`config.mk`:
```
export PLATFORM = sky130hd
export DESIGN_NAME = code_sender_flat
export DESIGN_NICKNAME = d
export VERILOG_FILES = /design/src/rtl/code_sender_pkg.sv /design/src/rtl/code_sender_if.sv /design/src/rtl/code_sender_gap_timer.sv /design/src/rtl/code_sender.sv /design/src/flat_wrapper.sv
export SDC_FILE = /design/constraint.sdc
export NUM_CORES = 1
export LEC_CHECK = 0
export CAP_MARGIN = 20
export CORE_ASPECT_RATIO = 1.2
export CORE_MARGIN = 4
export CORE_UTILIZATION = 44
export CTS_CLUSTER_SIZE = 8
export DETAILED_ROUTE_END_ITERATION = 10
export GPL_TIMING_DRIVEN = 0
export PLACE_DENSITY = 0.75
export SLEW_MARGIN = 0
export SYNTH_ARGS = -nofsm -noshare
export SYNTH_HDL_FRONTEND = slang
export SYNTH_SLANG_ARGS = --single-unit
export TNS_END_PERCENT = 100
```
`constraint.sdc`:
```
create_clock -name clk -period 1.8 [get_ports clk]
set_input_delay 0.27 -clock clk [delete_from_list [all_inputs] [get_ports clk]]
set_output_delay 0.27 -clock clk [all_outputs]
set_load 0.01 [all_outputs]
```
`src/rtl/code_sender_pkg.sv`:
```
// Shared types and constants for the combination-lock digit interface.
// Used by code_sender, its timer, the lock FSM and the benches.
package lock_pkg;

   typedef enum logic [2:0] {
      S_IDLE,
      S_SEND,
      S_GAP,
      S_CHECK,
      S_FINISH
   } state_e;

   localparam int          DIGIT_W   = 4;
   localparam logic [23:0] LOCK_CODE = 24'h590981;

   function automatic logic is_bcd(input logic [DIGIT_W-1:0] nibble);
      return nibble <= 4'd9;
   endfunction

endpackage

```
`src/rtl/code_sender_if.sv`:
```
// Digit-interface bundle between code_sender (master) and the lock side (slave).
// bcd_err is present only when CODE_SENDER_BCD_CHECK_EN is defined.
interface code_sender_if #(
   parameter int N_DIGITS = 6,
   parameter int CNT_W    = 3
);
   logic                                  start;
   logic [lock_pkg::DIGIT_W*N_DIGITS-1:0] code;
   logic                                  led_in;
   logic [lock_pkg::DIGIT_W-1:0]          numero;
   logic                                  insere;
   logic                                  busy;
   logic                                  done;
   logic                                  ok;
   logic [CNT_W-1:0]                      digit_idx;
`ifdef CODE_SENDER_BCD_CHECK_EN
   logic                                  bcd_err;

   modport master (input start, code, led_in,
                   output numero, insere, busy, done, ok, digit_idx, bcd_err);
   modport slave  (output start, code, led_in,
                   input numero, insere, busy, done, ok, digit_idx, bcd_err);
`else
   modport master (input start, code, led_in,
                   output numero, insere, busy, done, ok, digit_idx);
   modport slave  (output start, code, led_in,
                   input numero, insere, busy, done, ok, digit_idx);
`endif
endinterface

```
`src/rtl/code_sender_gap_timer.sv`:
```
// Loadable down-counter with a zero flag; saturates at zero.
module gap_timer #(
   parameter int W = 2
) (
   input  logic         clk,
   input  logic         rst,
   input  logic         load_i,
   input  logic [W-1:0] load_val_i,
   input  logic         dec_i,
   output logic         zero_o
);
   logic [W-1:0] cnt_q, cnt_d;

   always_comb begin
      cnt_d = cnt_q;
      if (load_i)
         cnt_d = load_val_i;
      else if (dec_i && cnt_q != '0)
         cnt_d = cnt_q - W'(1);
   end

   always_ff @(posedge clk or posedge rst) begin
      if (rst)
         cnt_q <= '0;
      else
         cnt_q <= cnt_d;
   end

   assign zero_o = (cnt_q == '0);

endmodule

```
`src/rtl/code_sender.sv`:
```
// Sends an N-digit code to the lock MSD first, one insere strobe per digit, checking led_in after each.
// Optional CODE_SENDER_BCD_CHECK_EN rejects codes containing nibbles above 9 and flags bcd_err.
module code_sender
   import lock_pkg::*;
#(
   parameter int N_DIGITS   = 6,
   parameter int GAP_CYCLES = 4,
   parameter int CNT_W      = 3
) (
   input  logic          clk,
   input  logic          reset,
   code_sender_if.master bus
);
   localparam int              CODE_W   = DIGIT_W * N_DIGITS;
   localparam int              GAP_W    = (GAP_CYCLES > 2) ? $clog2(GAP_CYCLES) : 1;
   localparam logic [CNT_W-1:0] LAST_IDX = CNT_W'(N_DIGITS - 1);

   state_e              state_q, state_d;
   logic [CODE_W-1:0]   shreg_q, shreg_d;
   logic [CNT_W-1:0]    idx_q, idx_d;
   logic                ok_q, ok_d;
   logic                pend_q, pend_d;
   logic                accept;
   logic                code_ok;
   logic                gap_load, gap_dec, gap_zero;

`ifdef CODE_SENDER_BCD_CHECK_EN
   logic bcd_err_q;

   always_comb begin
      code_ok = 1'b1;
      for (int unsigned i = 0; i < N_DIGITS; i++)
         if (!is_bcd(bus.code[i*DIGIT_W +: DIGIT_W]))
            code_ok = 1'b0;
   end

   always_ff @(posedge clk or posedge reset) begin
      if (reset)
         bcd_err_q <= 1'b0;
      else if (accept)
         bcd_err_q <= !code_ok;
   end

   assign bus.bcd_err = bcd_err_q;
`else
   assign code_ok = 1'b1;
`endif

   gap_timer #(.W(GAP_W)) u_gap (
      .clk        (clk),
      .rst        (reset),
      .load_i     (gap_load),
      .load_val_i (GAP_W'(GAP_CYCLES - 1)),
      .dec_i      (gap_dec),
      .zero_o     (gap_zero)
   );

   always_comb begin
      state_d  = state_q;
      shreg_d  = shreg_q;
      idx_d    = idx_q;
      ok_d     = ok_q;
      pend_d   = pend_q;
      accept   = 1'b0;
      gap_load = 1'b0;
      gap_dec  = 1'b0;
      unique case (state_q)
         S_IDLE: begin
            if (pend_q) begin
               pend_d  = 1'b0;
               state_d = S_SEND;
            end else if (bus.start) begin
               accept  = 1'b1;
               state_d = code_ok ? S_SEND : S_FINISH;
            end
         end
         S_SEND: begin
            gap_load = 1'b1;
            state_d  = S_GAP;
         end
         S_GAP: begin
            if (gap_zero) state_d = S_CHECK;
            else          gap_dec = 1'b1;
         end
         S_CHECK: begin
            if (bus.led_in) begin
               ok_d    = 1'b0;
               state_d = S_FINISH;
            end else if (idx_q == LAST_IDX) begin
               ok_d    = 1'b1;
               state_d = S_FINISH;
            end else begin
               shreg_d = shreg_q << DIGIT_W;
               idx_d   = idx_q + CNT_W'(1);
               state_d = S_SEND;
            end
         end
         S_FINISH: begin
            // A start here is captured now and replayed from IDLE via pend_q.
            state_d = S_IDLE;
            if (bus.start) begin
               accept = 1'b1;
               if (code_ok) pend_d  = 1'b1;
               else         state_d = S_FINISH;
            end
         end
         default: state_d = S_IDLE;
      endcase
      if (accept) begin
         shreg_d = bus.code;
         idx_d   = '0;
         ok_d    = 1'b0;
      end
   end

   always_ff @(posedge clk or posedge reset) begin
      if (reset) begin
         state_q <= S_IDLE;
         shreg_q <= '0;
         idx_q   <= '0;
         ok_q    <= 1'b0;
         pend_q  <= 1'b0;
      end else begin
         state_q <= state_d;
         shreg_q <= shreg_d;
         idx_q   <= idx_d;
         ok_q    <= ok_d;
         pend_q  <= pend_d;
      end
   end

   assign bus.numero    = shreg_q[CODE_W-1 -: DIGIT_W];
   assign bus.insere    = (state_q == S_SEND);
   assign bus.busy      = (state_q != S_IDLE) || pend_q;
   assign bus.done      = (state_q == S_FINISH);
   assign bus.ok        = ok_q;
   assign bus.digit_idx = idx_q;

endmodule
```
`src/flat_wrapper.sv`:
```
// flat-port wrapper written by rule: the top's interface ports become plain ports
module code_sender_flat import lock_pkg::*;
#(
   parameter int N_DIGITS   = 6,
   parameter int GAP_CYCLES = 4,
   parameter int CNT_W      = 3
)
  (clk, reset, bus_start, bus_code, bus_led_in, bus_numero, bus_insere, bus_busy, bus_done, bus_ok, bus_digit_idx);
  code_sender_if #(.N_DIGITS(N_DIGITS), .CNT_W(CNT_W)) bus_i ();
  input  logic clk;
  input  logic reset;
  input wire logic [$bits(bus_i.start)-1:0] bus_start;
  input wire logic [$bits(bus_i.code)-1:0] bus_code;
  input wire logic [$bits(bus_i.led_in)-1:0] bus_led_in;
  output wire logic [$bits(bus_i.numero)-1:0] bus_numero;
  output wire logic [$bits(bus_i.insere)-1:0] bus_insere;
  output wire logic [$bits(bus_i.busy)-1:0] bus_busy;
  output wire logic [$bits(bus_i.done)-1:0] bus_done;
  output wire logic [$bits(bus_i.ok)-1:0] bus_ok;
  output wire logic [$bits(bus_i.digit_idx)-1:0] bus_digit_idx;
  assign bus_i.start = bus_start;
  assign bus_i.code = bus_code;
  assign bus_i.led_in = bus_led_in;
  assign bus_numero = bus_i.numero;
  assign bus_insere = bus_i.insere;
  assign bus_busy = bus_i.busy;
  assign bus_done = bus_i.done;
  assign bus_ok = bus_i.ok;
  assign bus_digit_idx = bus_i.digit_idx;
  code_sender #(.N_DIGITS(N_DIGITS), .GAP_CYCLES(GAP_CYCLES), .CNT_W(CNT_W)) u_core (.clk(clk), .reset(reset), .bus(bus_i));
endmodule
```
==> impl_metrics.csv <==
group,metric,value,unit
synthesis,ys_warn_count,0,
sta,min_period,1.75,ns
critical_path,critPathRequiredTime,1.53,ns
clock_tree,clock-sinks,34,
finish,drive_above_1_share,0.201,
critical_path,rrSetupSlack,0.13,ns
power_and_ir_drop,p_switching,1.24,mW
route,wl_per_cell,16.6,µm
sta,setup_slack,0.0507,ns
synthesis,synth_top_area_frac,0.514,
finish,multi_input_area,736,µm²
power_and_ir_drop,p_per_area,1560,mW/mm²
route,ant_nets,0,
global_route,grt_max_degree,20,
sta,fin_skew,0.00621,ns
floorplan,core-area,0.00363,mm²
global_route,grt-ovfl-total,0,
synthesis,yosys_most_used_dff,"dfrtp_1",
finish,final_cell_mix,"35 x clkdlybuf4s50_1, 34 x dfrtp_1, 13 x and3_1, 13 x a221o_1, 11 x buf_4",
finish,fin_util,0.634,
synthesis,synth_cell_types,39,
sta,hold_viol,0,
floorplan,initial_core_util,0.456,
synthesis,syn_area_per_cell,11.5,µm²
sta,tightest_slew,0.696,ns
floorplan,rows,24,
synthesis,synth.area.top_cells,"dfrtp_1 51%, a221o_1 7.9%, and3_1 4.9%",
clock_tree,htreeDepth,2,
critical_path,critPathLaunchType,"flop",
synthesis,synth.largest_area_cell,"dfrtp_1",
route,first_iter_violations,56,
finish,instances_no_fill,246,
synthesis,ys_seq_area_frac,0.514,
floorplan,die_area,0.00481,mm²
synthesis,synth_edf_count,0,
outcome,status,"complete, no violations",
min_path,min_path_type,"in -> async",
power_and_ir_drop,power.share.clock,0.160,
sta,fin_crit_sh,0.972,
clock_tree,clkTransAtPathRegs,0.07,ns
global_route,grt_pass1_vias,1476,
route,drt-total-wl,4.09,mm
synthesis,syn-num-nets,175,
critical_path,cp_max_fo,6,
critical_path,worstSetupPathType,"reg -> out",
floorplan,dieHeight,75.2,µm
synthesis,synth_cells,144,
global_route,track_usage,0.186,
sta,fmax,572,MHz
clock_tree,clkLatencyLatePin,0.29,ns
synthesis,ys_ff_latch,34,
global_route,grt_first_pass_wirelength,6.82,mm
clock_tree,cts.path.max_buffers,2,
floorplan,ios,39,
finish,seqCellArea,851,µm²
clock_tree,tritoncts,"done",
floorplan,die_width,64.0,µm
critical_path,end_kind,"primary output",
synthesis,syn_area,0.00166,mm²
route,dr_total_vias,1386,
global_route,antenna_found_initial,0,
power_and_ir_drop,sw_frac_of_total,0.346,
power_and_ir_drop,combPwrFrac,0.471,
sta,tns,0,ns
placed_design,place_hpwl,2.98,mm
placed_design,io_buffers,38,
placed_design,placed_cells,235,
route,drc_errors,0,
placed_design,dp_slack,-0.368,ns
placed_design,place_congestion,0.799,
power_and_ir_drop,power_frac_seq,0.369,
power_and_ir_drop,power_leakage,1.04,nW
finish,nFillCells,288,
finish,nets,224,
power_and_ir_drop,peakVddDrop,0.000791,V
finish,final_common_cell,"clkdlybuf4s50_1",
synthesis,synth-async-reset-ratio,1.00,
route,vias_per_cell,5.63,
clock_tree,numCtsBuffers,5,
finish,antennaDiodeCount,0,
finish,synthToLayoutAreaGrowth,39.0,%
job,cap_violations,0,
sta,report.final.slew_viol_count,0,
clock_tree,root_buffer,"clkbuf_8",
critical_path,cp.arrival,1.48,ns
power_and_ir_drop,intPower,2.35,mW
sta,setup_viol,0,
route,first_pass_iters,4,
sta,slew_headroom,0.536,
-- synthesized netlist by cell type (all sizes together) (3+ instances only) --
library cell,n
a21oi,3
a221o,13
a22o,4
a31oi,4
and3,13
buf,13
dfrtp,34
ha,3
inv,4
nand3,4
nor2,7
nor3,3
nor3b,5
o21ai,4
o221a,4
or3,4
-- critical path, cell delays in order (launching register included) --
cell,delay [ns]
dfrtp_1,0.39
buf_6,0.13
or4_4,0.54
buf_6,0.14
-- final cells by class --
cell class	instances	share of cell area
timing repair buffer	43	0.190
inverter	4	0.00652
tap	52	0.0283
sequential	34	0.370
clock buffer	7	0.0375
buffer	14	0.0467
multi-input combinational	91	0.320
clock inverter	1	0.00217
-- stage by stage --
stage | total power, mW | instance area [µm²] | hold slack (ns)
6_report | 3.59 | 2300 | 0.387
5_1_grt | 3.85 | 2300 | 0.437
4_1_cts | 3.57 | 2260 | 0.406
3_5_place_dp | 2.93 | 2130 | 0.481
3_3_place_gp | 2.84 | 2110 | 0.476
2_1_floorplan | 2.39 | 1660 | 0.361
-- layer usage --
metal | track usage | routed length [µm] | vias to the layer above
met3 | 0.0567 | 196 | 8
met5 | 0 | 0 | -
met4 | 0.0647 | 67 | 0
li1 | - | - | 651
met1 | 0.224 | 1720 | 691
met2 | 0.318 | 2100 | 36
-- final timing paths --
check / start / end / depth (start not counted)
setup / recovery: u_core.state_q[2] / bus_busy / 3
hold / removal: reset / u_core.shreg_q[2] / 2
setup reg to reg: u_core.bus.digit_idx[0] / u_core.state_q[0] / 6
hold reg to reg: u_core.shreg_q[2] / u_core.shreg_q[2] / 1
max in group asynchronous: reset / u_core.shreg_q[22] / 3
min in group clk: u_core.shreg_q[2] / u_core.shreg_q[2] / 1
-- registers in the layout (all words and copies together) (netlist names) --
register / flops
u_core.u_gap.cnt_q: 2
u_core.pend_q: 1
u_core.bus.digit_idx: 3
u_core.shreg_q: 24
u_core.state_q: 3
u_core.bus.ok: 1
-- power by group through the flow --
stage / Combinational [mW] / Clock, mW / Sequential, mW
after floorplan: 1.11 / 0 / 1.27
after global placement: 1.53 / 0 / 1.31
after detailed placement: 1.61 / 0 / 1.32
after CTS: 1.66 / 0.590 / 1.32
after global routing: 1.85 / 0.625 / 1.38
final: 1.69 / 0.575 / 1.32
-- cell families after synthesis --
kind of cell | Yosys count | share of synthesized area
simple gates | 43 | 0.155
xor+xnor | 1 | 0.00529
flops | 34 | 0.514
fa+ha+maj | 3 | 0.0227
buf+inv | 19 | 0.0657
compound gates | 42 | 0.226
mux | 2 | 0.0121
-- timing repair --
action                                  in CTS  in global routing
endpoints found under the setup margin      20                  8
buffers inserted                             1                  3
hold buffers                                 0                  0
pin swaps                                    2                  0
gates resized for setup                     16                  6
Power figures use the tool's default switching activity.
==> RTL change 1 (config.mk and constraints unchanged) <==
`N_DIGITS` is set to 6 in 3 places; all go to 8.
--- a/src/rtl/code_sender_if.sv
+++ b/src/rtl/code_sender_if.sv
@@ -1,7 +1,7 @@
 // Digit-interface bundle between code_sender (master) and the lock side (slave).
 // bcd_err is present only when CODE_SENDER_BCD_CHECK_EN is defined.
 interface code_sender_if #(
-   parameter int N_DIGITS = 6,
+   parameter int N_DIGITS = 8,
    parameter int CNT_W    = 3
 );
    logic                                  start;
--- a/src/rtl/code_sender.sv
+++ b/src/rtl/code_sender.sv
@@ -3,7 +3,7 @@
 module code_sender
    import lock_pkg::*;
 #(
-   parameter int N_DIGITS   = 6,
+   parameter int N_DIGITS   = 8,
    parameter int GAP_CYCLES = 4,
    parameter int CNT_W      = 3
 ) (
--- a/src/flat_wrapper.sv
+++ b/src/flat_wrapper.sv
@@ -1,7 +1,7 @@
 // flat-port wrapper written by rule: the top's interface ports become plain ports
 module code_sender_flat import lock_pkg::*;
 #(
-   parameter int N_DIGITS   = 6,
+   parameter int N_DIGITS   = 8,
    parameter int GAP_CYCLES = 4,
    parameter int CNT_W      = 3
 )
Interface: changed (resized bus_code); port bits go from 39 to 47. No check against the original RTL was run, so the function may have changed too.
==> RTL change 1 against the original RTL <==
- total power is 16% higher
- utilization decreased by 0.82 points
- count of clock-buffer cells in the layout stayed put
- routed wire length up 15%
- setup slack improved by 5.3 ps
- synthesized area up 22%
- via count rose by 13%
- sequential cell count increased by 8
- critical path depth unchanged
- cell area up 18%
- critical endpoint unchanged
- largest cell class unchanged
- largest power group unchanged
==> RTL change 1: results (changes against the original RTL) <==
- Max reg flops: 32 (+33%)
- Register area share after synthesis: 52.1% (+0.75 points)
- Worst clock skew: 5.69 ps (-0.519 ps)
- Share of layout cells above drive strength 1: 23.1% (+3.0 points)
- Layout net count: 259 (+16%)
- DR WL/cell: 17.0 um (+2.5%)
- Final HPWL DP: 3310 um (+11%)
- Vias in the first global route: 1,627 (+10%)
- First-pass GRT wire length: 7940 um (+16%)
- Yosys cell types: 33 (-15%)
- Top post-synthesis cells by area: dfrtp_1 52%, a221o_1 12%, and3_1 8.7%
- Initial antenna violation count: 0 (unchanged)
- CTS H-tree lvls: 2 (unchanged)
- IO buf count: 46 (+21%)
- HP Class: input port to asynchronous set/reset pin
- Via density: 5.65 (+0.28%)
- Status: finished, final reports clean
- Initial DRC count: 121 (+120%)
- Pleak: 0.00134 uW (+29%)
- Synthesized net count: 198 (+13%)
- VDD IR max: 636 uV (-20%)
- Worst R2R Setup Slack: 100 ps (-30 ps)
- Fin Hold WS: 476 ps (+89.2 ps)
- Setup slack after layout: 56.0 ps (+5.30 ps)
- Pre-CTS setup slack: -209 ps (+159 ps)
- Final RePlAce weighted congestion: 0.771 (-3.6%)
- Total track usage: 17.2% (-1.4 points)
- Most instantiated cells after synthesis: 42 x dfrtp_1, 28 x and3_1, 25 x a221o_1, 6 x buf_4, 5 x clkbuf_1
- Largest net degree at the start of global routing: 43 (+110%)
- Final Setup Violations: 0 (unchanged)
- Slew @ Worst Pin: 871 ps (+175 ps)
- Filler cells: 388 (+35%)
==> RTL change 1: kinds of logic (layout without fill, tap and decap cells) <==
group / count (synthesis) / after routing / share of synthesized area [%]
simple gates: 44 / 44 / 14.5
xor+xnor: 1 / 1 / 0.434
mux: 2 / 2 / 1.12
compound gates: 43 / 43 / 21.2
buf+inv: 24 / 86 / 8.87
fa+ha+maj: 3 / 3 / 1.86
flops: 42 / 42 / 52.1
==> RTL change 1: metal layers <==
metal  global-route usage, %  part of all wire [%]
met5                       0                     0
met4                    4.60                  0.85
met3                    3.75                   5.2
met2                    29.4                    50
met1                    22.2                    44
==> RTL change 1: path summary, 6_finish.rpt <==
kind | end | start
worst max-delay path | bus_busy | u_core.state_q[0]$_DFFE_PP0P_
worst min-delay path | u_core.bus.digit_idx[1]$_DFFE_PP0P_ | reset
worst max register to register | u_core.shreg_q[30]$_DFFE_PP0P_ | u_core.state_q[0]$_DFFE_PP0P_
worst min register to register | u_core.shreg_q[0]$_DFFE_PP0P_ | u_core.shreg_q[0]$_DFFE_PP0P_
max in group asynchronous | u_core.shreg_q[25]$_DFFE_PP0P_ | reset
min in group clk | u_core.shreg_q[0]$_DFFE_PP0P_ | u_core.shreg_q[0]$_DFFE_PP0P_
==> RTL change 1: what timing repair did <==
item	in CTS	in global routing
pin swaps	0	2
hold endpoints to repair	0	0
setup buffers	6	2
setup endpoints to repair	38	25
gates resized for setup	12	7
==> RTL change 1: area by class of cell <==
| type | instances | area, um2 | area share [%] |
|---|---|---|---|
| Sequential cell | 42 | 1050 | 38.5 |
| Clock buffer | 7 | 86.3 | 3.17 |
| Clock inverter | 1 | 5.00 | 0.184 |
| Timing Repair Buffer | 54 | 519 | 19.0 |
| Buffer | 20 | 180 | 6.61 |
| Inverter | 4 | 15.0 | 0.551 |
| Tap cell | 56 | 70.1 | 2.57 |
| Multi-Input combinational cell | 93 | 800 | 29.3 |
==> RTL change 1: critical path, stage by stage, from the launching register on <==
cell and delay, ps:
dfrtp_1 400, buf_6 130, or4_4 520, buf_6 130
==> RTL change 1: metrics by stage <==
step | total power (uW) | cell area, um2 | cells | utilization, %
floorplan | 2840 | 2020 | 159 | -
global placement | 3310 | 2550 | 261 | 58.4
detailed placement | 3400 | 2550 | 261 | 58.4
CTS | 4160 | 2700 | 275 | 61.9
global route | 4440 | 2730 | 277 | 62.5
finish | 4180 | 2730 | 277 | 62.5
==> RTL change 1: power by group <==
part           switching, uW  internal, uW
Sequential               237          1350
Clock                    316           310
Combinational            804          1160
==> RTL change 2 (config.mk and constraints unchanged) <==
Without the edit above. Encoding of `state_e`: now one-hot (5 bits for 5 states).
--- a/src/rtl/code_sender_pkg.sv
+++ b/src/rtl/code_sender_pkg.sv
@@ -2,12 +2,12 @@
 // Used by code_sender, its timer, the lock FSM and the benches.
 package lock_pkg;
 
-   typedef enum logic [2:0] {
-      S_IDLE,
-      S_SEND,
-      S_GAP,
-      S_CHECK,
-      S_FINISH
+   typedef enum logic [4:0] {
+      S_IDLE   = 5'b00001,
+      S_SEND   = 5'b00010,
+      S_GAP    = 5'b00100,
+      S_CHECK  = 5'b01000,
+      S_FINISH = 5'b10000
    } state_e;
 
    localparam int          DIGIT_W   = 4;
Check against the original RTL: same outputs for any inputs over 10 cycles, from zero or initial values and one cycle with reset high; not proved beyond that.
==> RTL change 2 against the original RTL <==
- the flow now finishes with violations (negative setup slack)
- setup slack got worse by 250 ps
- sequential cell count is 2 higher
- critical path depth grew 2
- synthesized area up 23%
- total power down 2.3%
- cell area up 20%
- combinational power is 3% lower
- non-clock buffer count increased by 19
- register-to-register slack lost 330 ps
- routed wire length rose by 33%
- critical endpoint is now u_core.shreg_q[15]$_DFFE_PP0P_
- highest routed layer unchanged
==> RTL change 2: results (changes against the original RTL) <==
- Status: finished with violations
- Failing checks: negative setup slack
- Post-Synth Adder-Cell Area: 1.83% (-0.43 points)
- Final core utilization: 63.2% (-0.20 points)
- Count of multi-input gates: 140 (+54%)
- Final Setup Violations: 27 (+27)
- Cell count after placement: 310 (+32%)
- Setup slack after layout: -200 ps (-250 ps)
- XOR/XNOR share of the synthesized area: 0.428% (-0.10 points)
- Top post-synthesis cells by area: dfrtp_1 43%, o31ai_1 8.8%, a211oi_1 8.1%
- GR Util met2: 32.7% (+0.88 points)
- Largest net degree at the start of global routing: 22 (+10%)
- Worst Reg-to-Reg Cells: 5 (-1)
- Met1 Use GR: 23.8% (+1.4 points)
- Initial DRC count: 137 (+140%)
- Fraction of area in registers: 32.7% (-4.3 points)
- VDD IR max: 574 uV (-27%)
- Met1 WL: 2300 um (+34%)
- Signal buf overhead: 23.0% (-0.59 points)
- Critical Path End: u_core.shreg_q[15]$_DFFE_PP0P_
- Total track usage: 19.2% (+0.63 points)
- Slowest stage delay, CP: 600 ps (+60 ps)
- Filler cells: 361 (+25%)
- Metal2 WL: 2760 um (+31%)
- DR WL/cell: 16.8 um (+0.88%)
- Vias: 1,962 (+42%)
- Synthesized net count: 246 (+41%)
- GR Util met3: 4.84% (-0.83 points)
- Crit. Startpoint: u_core.state_q[1]$_DFFE_PP0P_
- Register area share after synthesis: 44.1% (-7.3 points)
- Final RePlAce weighted congestion: 0.840 (+5.0%)
- Fraction of area in multi-input gates: 37.8% (+5.8 points)
- First-pass GRT wire length: 8850 um (+30%)
- Setup_tns: -4260 ps (-4260 ps)
- CLK BUF: 6 (-1)
- Nonclk inv count: 9 (+5)
- CTS Sinks: 36 (+5.9%)
- Crit-path max FO: 10 (+4)
[RTL change 2: timing repair]
item	4_1_cts	5_1_grt
pin swaps	2	3
gates resized for setup	33	15
setup endpoints to repair	31	30
buffers inserted	9	2
[RTL change 2: how the worst min path moves through the flow]
stage / slack (ps) / depth (start not counted) / start / end
floorplan: 360 / 1 / bus_led_in / u_core.bus.ok$_DFFE_PP0P_
global placement: 510 / 2 / u_core.u_gap.cnt_q[1]$_DFFE_PP0P_ / u_core.u_gap.cnt_q[1]$_DFFE_PP0P_
detailed placement: 510 / 2 / u_core.u_gap.cnt_q[1]$_DFFE_PP0P_ / u_core.u_gap.cnt_q[1]$_DFFE_PP0P_
CTS: 410 / 2 / reset / u_core.pend_q$_DFFE_PP0P_
global route: 450 / 2 / reset / u_core.pend_q$_DFFE_PP0P_
finish: 390 / 2 / reset / u_core.pend_q$_DFFE_PP0P_
[RTL change 2: power by group]
group	internal, uW	total, uW	switching (uW)
Sequential	1130	1320	184
Clock	263	547	284
Combinational	792	1640	850
Total	2190	3510	1320
